$ cat src/rtl/vga_dac_pkg.sv
// vga_dac_pkg: shared types, CGA default levels and palette helpers for vga_dac_palette
package vga_dac_pkg;
  typedef enum logic [1:0] {PH_R, PH_G, PH_B} phase_t;
  typedef enum logic {ST_INIT, ST_RUN} state_t;
  function automatic int lvl(input int n, input int cw);
    return (n * ((1 << cw) - 1)) / 3;
  endfunction
  function automatic phase_t next_phase(input phase_t p);
    return p == PH_R ? PH_G : p == PH_G ? PH_B : PH_R;
  endfunction
  // packed {r, g, b}, each cw bits wide, right-aligned in 24 bits
  function automatic logic [23:0] cga_default(input int i, input int cw);
    int lo, hi, r, g, b;
    lo = i >= 8 ? lvl(1, cw) : 0;
    hi = i >= 8 ? lvl(3, cw) : lvl(2, cw);
    r = ((i >> 2) & 1) != 0 ? hi : lo;
    g = ((i >> 1) & 1) != 0 ? hi : lo;
    b = (i & 1) != 0 ? hi : lo;
    if (i == 6) begin
      r = lvl(2, cw);
      g = lvl(1, cw);
      b = 0;
    end
    if (i >= 16) return '0;
    return 24'((r << (2 * cw)) | (g << cw) | b);
  endfunction
endpackage

$ cat src/rtl/vga_dac_palette_ram.sv
// vga_dac_palette_ram: palette storage, one write port and two read-first synchronous read ports
module vga_dac_palette_ram #(
  parameter int AW = 4,
  parameter int DW = 18
) (
  input  logic          clk,
  input  logic          we,
  input  logic [AW-1:0] waddr,
  input  logic [DW-1:0] wdata,
  input  logic [AW-1:0] vaddr,
  output logic [DW-1:0] vdata,
  input  logic [AW-1:0] caddr,
  output logic [DW-1:0] cdata
);
  logic [DW-1:0] mem [2**AW];
  always_ff @(posedge clk) begin
    if (we) mem[waddr] <= wdata;
    vdata <= mem[vaddr];
    cdata <= mem[caddr];
  end
endmodule

$ cat src/rtl/vga_dac_palette.sv
// vga_dac_palette: programmable colour lookup with VGA-style CPU access and CGA default load after reset
module vga_dac_palette
  import vga_dac_pkg::*;
#(
  parameter int IDX_W = 4,
  parameter int CW    = 6
) (
  input  logic             clk,
  input  logic             reset,
  input  logic [IDX_W-1:0] video,
  input  logic             blank,
  input  logic [IDX_W-1:0] pel_mask,
  input  logic             wr_addr_strobe,
  input  logic             rd_addr_strobe,
  input  logic             wr_data_strobe,
  input  logic             rd_data_strobe,
  input  logic [7:0]       cpu_din,
  output logic [7:0]       cpu_dout,
  output logic [1:0]       dac_state,
  output logic             init_done,
  output logic [CW-1:0]    red,
  output logic [CW-1:0]    green,
  output logic [CW-1:0]    blue
);
  localparam int DW = 3 * CW;
  localparam logic [IDX_W-1:0] LAST = '1;
  state_t st, st_n;
  phase_t wr_ph, rd_ph;
  logic [IDX_W-1:0] cnt, wr_idx, rd_idx, waddr, caddr;
  logic [CW-1:0] sh_r, sh_g;
  logic [DW-1:0] rd_lat, vdata, cdata, wdata;
  logic [23:0] init_word;
  logic run, wa, ra, wd, rdd, commit, rd_wrap, we, ld, refetch, blank_d;
  logic unused_bits;
  assign unused_bits = ^{cpu_din, init_word};
  assign init_done = st == ST_RUN;
  always_comb begin
    run = st == ST_RUN;
    wa = run & wr_addr_strobe;
    ra = run & rd_addr_strobe & ~wr_addr_strobe;
    wd = run & wr_data_strobe & ~wr_addr_strobe & ~rd_addr_strobe;
    rdd = run & rd_data_strobe & ~wr_addr_strobe & ~rd_addr_strobe & ~wr_data_strobe;
    commit = wd & (wr_ph == PH_B);
    rd_wrap = rdd & (rd_ph == PH_B);
    init_word = cga_default(int'(cnt), CW);
    we = ~run | commit;
    waddr = run ? wr_idx : cnt;
    wdata = run ? {sh_r, sh_g, cpu_din[CW-1:0]} : init_word[DW-1:0];
    // a fresh read index goes straight to the RAM so the read latch fills one cycle sooner
    caddr = ra ? cpu_din[IDX_W-1:0] : rd_idx;
    st_n = (~run && cnt == LAST) ? ST_RUN : st;
    cpu_dout = 8'(rd_ph == PH_R ? rd_lat[2*CW +: CW] : rd_ph == PH_G ? rd_lat[CW +: CW] : rd_lat[CW-1:0]);
  end
  vga_dac_palette_ram #(.AW(IDX_W), .DW(DW)) u_ram (
    .clk(clk), .we(we), .waddr(waddr), .wdata(wdata),
    .vaddr(video & pel_mask), .vdata(vdata),
    .caddr(caddr), .cdata(cdata)
  );
  always_ff @(posedge clk or posedge reset) begin
    if (reset) begin
      st <= ST_INIT;
      cnt <= '0;
      wr_idx <= '0;
      rd_idx <= '0;
      wr_ph <= PH_R;
      rd_ph <= PH_R;
      sh_r <= '0;
      sh_g <= '0;
      dac_state <= 2'b00;
      rd_lat <= '0;
      ld <= 1'b0;
      refetch <= 1'b0;
      blank_d <= 1'b1;
      {red, green, blue} <= '0;
    end else begin
      st <= st_n;
      cnt <= run ? cnt : cnt + 1'b1;
      ld <= ra | refetch;
      refetch <= rd_wrap;
      if (ld) rd_lat <= cdata;
      blank_d <= blank;
      {red, green, blue} <= (blank_d | ~run) ? '0 : vdata;
      if (wa) begin
        wr_idx <= cpu_din[IDX_W-1:0];
        wr_ph <= PH_R;
        dac_state <= 2'b00;
      end else if (ra) begin
        rd_idx <= cpu_din[IDX_W-1:0];
        rd_ph <= PH_R;
        dac_state <= 2'b11;
      end else if (wd) begin
        if (wr_ph == PH_R) sh_r <= cpu_din[CW-1:0];
        if (wr_ph == PH_G) sh_g <= cpu_din[CW-1:0];
        wr_ph <= next_phase(wr_ph);
        if (commit) wr_idx <= wr_idx + 1'b1;
      end else if (rdd) begin
        rd_ph <= next_phase(rd_ph);
        if (rd_wrap) rd_idx <= rd_idx + 1'b1;
      end
    end
  end
endmodule

$ cat config.mk
export PLATFORM = sky130hd
export DESIGN_NAME = vga_dac_palette
export DESIGN_NICKNAME = d
export VERILOG_FILES = /design/src/rtl/vga_dac_pkg.sv /design/src/rtl/vga_dac_palette_ram.sv /design/src/rtl/vga_dac_palette.sv
export SDC_FILE = /design/constraint.sdc
export NUM_CORES = 1
export LEC_CHECK = 0
export BUFFER_PORTS_ARGS = -buffer_cell sky130_fd_sc_hd__buf_4
export CAP_MARGIN = 5
export CORE_ASPECT_RATIO = 0.9
export CORE_MARGIN = 2
export CORE_UTILIZATION = 67
export CTS_CLUSTER_DIAMETER = 100
export DETAILED_ROUTE_END_ITERATION = 10
export GPL_TIMING_DRIVEN = 1
export PLACE_DENSITY = 0.88
export SLEW_MARGIN = 20
export SYNTH_ARGS = -nofsm -noshare
export SYNTH_HDL_FRONTEND = slang
export SYNTH_SLANG_ARGS = --single-unit
$ cat constraint.sdc
create_clock -name clk -period 6.25 [get_ports clk]
set_input_delay 0.9375 -clock clk [delete_from_list [all_inputs] [get_ports clk]]
set_output_delay 0.9375 -clock clk [all_outputs]
set_load 0.01 [all_outputs]
==> results.md <==
- The pin count of the biggest net entering global routing is 79.
- The count of standard-cell rows is 58.
- The flow ran to the end, and the final reports show no timing, DRC or antenna violations.
- After detailed routing, the average wire length per cell comes to 28.79 um.
- The chip height is 164.8 um.
- The non-filler instance count after layout is 1816.
- VDD sags by at most 0.0002255 V.
- Of all nets on the critical path, the largest fanout is 50.
- The most numerous cell in the Yosys netlist is sky130_fd_sc_hd__edfxtp_1.
- The worst setup path is of the input pin to flop kind.
- The total congestion overflow after global routing is 0.
- The minimum clock period is 3.510 ns.
- The summed instance area of the synthesized netlist is 19250 um2.
- The commonest cells after synthesis are sky130_fd_sc_hd__edfxtp_1, sky130_fd_sc_hd__nand2_1, sky130_fd_sc_hd__mux2_2.
- The number of buffers created by CTS is 38.
- The share of final-layout standard cells stronger than drive strength 1 is 24.81%.
- The cell sitting at the root of the clock tree is a sky130_fd_sc_hd__clkbuf_16.
- The detailed router finished its first iteration with 1958 violations.
- For this block, the via count after detailed routing is 13025.
- In the routed design, unresolved DRC markers number 0.
- The final critical path takes up 56.16% of the cycle.
- In the post-synthesis netlist, the biggest area contributors are sky130_fd_sc_hd__edfxtp_1, sky130_fd_sc_hd__dfrtp_1, sky130_fd_sc_hd__mux4_2.
- The internal power of the cells totals 4.641 mW.
- The area growth from synthesis to layout is 9.807%.
- The kind of start point of the critical path is an input pin.
- Measured against its own limit, the worst slew margin works out to 23.65%.
- In this run the standard cell core region covers 28080 um2.
- The mean post-synth cell area is 13.65 um2.
- The number of max-cap violations is 0.
- For this configuration, the core starts out at a cell density of 68.55%.
- The post-detailed-routing wire length is 52280 um.
- The share of total power consumed by net switching is 25.49%.
- The analysis attributes to net switching a power of 1.588 mW.
- Detailed placement ended at an HPWL of 30340 um.
- The clock latency on the worst-skew pair is 0.53 ns.
- The dominant cell type by area after synthesis is sky130_fd_sc_hd__edfxtp_1.
- Routability-driven placement finished with a final weighted congestion of 0.8666.
- The number of global-route vias before repair is 13259.
- The clock network is responsible for 36.1% of the overall power.
- Based on the critical path, the design can be clocked at up to 284.9 MHz.
- The first detailed-routing pass took 6 iterations.
- The clock net in this run drives a total of 393 sinks.
- The overall die width is 182.7 um.
- Combinational logic burns 14.3% of the power.
- The number of buffers inserted by port buffering is 47.
- The async set-or-reset flop fraction in the synthesized netlist is 17.56%.
- The slew at the pin closest to its max-slew limit is 1.138 ns.
- The core occupancy in the finished layout is 75.27%.
- The via density per instance is 7.172.
- In this run, distinct cell masters in the synthesized netlist total 50.
- The post-CTS setup buffer count is 0.
- The clock passes through at most 3 buffers.
- The worst setup skew after layout is 0.01108 ns.
- The arrival time of the worst setup path is 3.90 ns.
- The clock transition at the register clock pins on the worst setup and hold paths after CTS is 0.07 ns.
- The area after detailed placement is 19910 um2.
- After routing the design area is 21140 um2.
- The number of warning messages in the yosys log is 0.
- Setup violations remaining at the end of the flow were counted as 0.
- In this run the worst hold path is classified as flop to flop.
- Counting every instance in the synthesized netlist gives 1410.
- The global-route wire length before repair is 77890 um.
- The number of antenna violations at the first check in global routing is 2.
- Global routing used 35.59% of the available tracks.
- Setup repair after global routing left no endpoint under its margin.
- The power per cell area is 294.6 nW/um2.
- At the worst endpoint, the required time is 6.64 ns.
- Buffers inserted to repair hold after CTS numbered 0.
- Counting flops and latches in the post-synthesis netlist gives 393.
- Gates resized during post-CTS repair numbered 0.
- Once detail routing completed, the nets flagged for antenna violations numbered 0.
- After synthesis, flip-flops and latches occupy 57.64% of the total area.
- The cell count after placement is 1745.
- Adding up every negative setup slack in the final design gives 0 ns.
- The most used flip-flop cell after synthesis is sky130_fd_sc_hd__edfxtp_1.
- Yosys mapped a number of flops with a built-in enable equal to 288.
- The number of top-level pins is 52.
- The area fraction of the dominant cell type after synthesis is 44.92%.
- The floorplan step defined a die boundary enclosing 30110 um2.
- The worst setup path is captured at a flop.
- The leakage power is 7.491 nW.
- The number of pins exceeding their max-slew limit in the final report is 0.
- The clock tree synthesis step divided the H-tree into 2 levels.
- The final hold violation count is 0.
- Sequential cells burn 49.6% of the power.
- In the final design database the tool counted 1453 nets.
- The clock tree from TritonCTS is yes.
through the flow:
stage                     power (mW)  hold slack (ns)  setup slack [ns]
after global placement         3.958           0.4153             2.434
after floorplan                3.694           0.4084             3.051
after global routing           6.392           0.4559             2.649
final                          6.228           0.4361             2.740
after CTS                      6.209           0.4384             2.786
after detailed placement       4.000           0.4226             2.326
cells in the final DEF (no fill, tap or decap), types with 8 or more instances in the layout:
cell type / n
sky130_fd_sc_hd__nand2b_1: 57
sky130_fd_sc_hd__dfxtp_1: 36
sky130_fd_sc_hd__mux2i_1: 26
sky130_fd_sc_hd__nor2b_1: 61
sky130_fd_sc_hd__o21ai_0: 51
sky130_fd_sc_hd__and2_1: 55
sky130_fd_sc_hd__inv_1: 13
sky130_fd_sc_hd__nand2_1: 120
sky130_fd_sc_hd__nor2_2: 9
sky130_fd_sc_hd__mux2_4: 17
sky130_fd_sc_hd__a311oi_1: 18
sky130_fd_sc_hd__mux2_1: 16
sky130_fd_sc_hd__nor2_4: 8
sky130_fd_sc_hd__edfxtp_1: 288
sky130_fd_sc_hd__a21o_1: 55
sky130_fd_sc_hd__a21oi_1: 23
sky130_fd_sc_hd__a211oi_1: 55
sky130_fd_sc_hd__a2111oi_2: 18
sky130_fd_sc_hd__mux2_2: 86
sky130_fd_sc_hd__nand3_1: 37
sky130_fd_sc_hd__buf_4: 79
sky130_fd_sc_hd__nand3b_1: 18
sky130_fd_sc_hd__mux4_2: 72
sky130_fd_sc_hd__clkbuf_1: 13
sky130_fd_sc_hd__a22oi_1: 36
sky130_fd_sc_hd__clkbuf_16: 41
sky130_fd_sc_hd__dfrtp_1: 67
sky130_fd_sc_hd__nor2_1: 11
final timing paths:
path                           startpoint          endpoint  slack (ns)  cells past startpoint
max in group asynchronous           reset         rd_idx[0]        5.12                      3
min reg2reg                u_ram.vdata[1]           blue[1]        0.44                      1
max reg2reg                     init_done  u_ram.mem[3][15]        2.89                      6
min                        u_ram.vdata[1]           blue[1]        0.44                      1
min in group asynchronous           reset          rd_ph[0]        0.61                      3
max                        wr_addr_strobe    u_ram.cdata[2]        2.74                      8
layer usage:
metal / part of all wire [%] / global-route usage, %
met5: 0 / 0
met4: 6.3 / 21.66
met3: 12 / 9.327
met2: 47 / 57.60
met1: 35 / 43.51
power groups by stage:
stage	Sequential [mW]	Clock [mW]	Combinational, mW
after floorplan	3.10	0	0.592
after global placement	3.13	0	0.827
after detailed placement	3.14	0	0.862
after CTS	3.09	2.25	0.871
after global routing	3.10	2.35	0.941
final	3.09	2.25	0.890
cells by family after synthesis:
family	synth area share, %
buffers and inverters	2.847
adders and majority gates	0.3249
AOI/OAI and AO/OA	10.29
other	0.01948
muxes	17.65
xor gates and xnor gates	0.4095
DFF	57.64
and+or+nand+nor	10.82
flip-flops by register name, summed over array words and instances, names as in the netlist, 6 cells and up:
signal and count:
sh_r 6, sh_g 6, u_ram.cdata 18, u_ram.mem 288
red 6, u_ram.vdata 18, green 6, blue 6
rd_lat 18
worst max-delay path, cell delays in order:
cell	delay, ns
sky130_fd_sc_hd__buf_4	0.13
sky130_fd_sc_hd__nand3b_4	0.46
sky130_fd_sc_hd__mux2i_4	0.28
sky130_fd_sc_hd__buf_4	0.51
sky130_fd_sc_hd__buf_4	0.66
sky130_fd_sc_hd__mux2_1	0.41
sky130_fd_sc_hd__a22oi_1	0.25
sky130_fd_sc_hd__nand3_1	0.14
layout make-up:
cell class	count	area, um2
sequential	393	11100
multi-input combinational	898	7711
fill	1612	6944
clock buffer	61	1171
timing repair buffer	80	604.3
tap	360	450.4
inverter	14	53.80
clock inverter	9	48.80
antenna	1	2.502
Power figures use the tool's default switching activity.
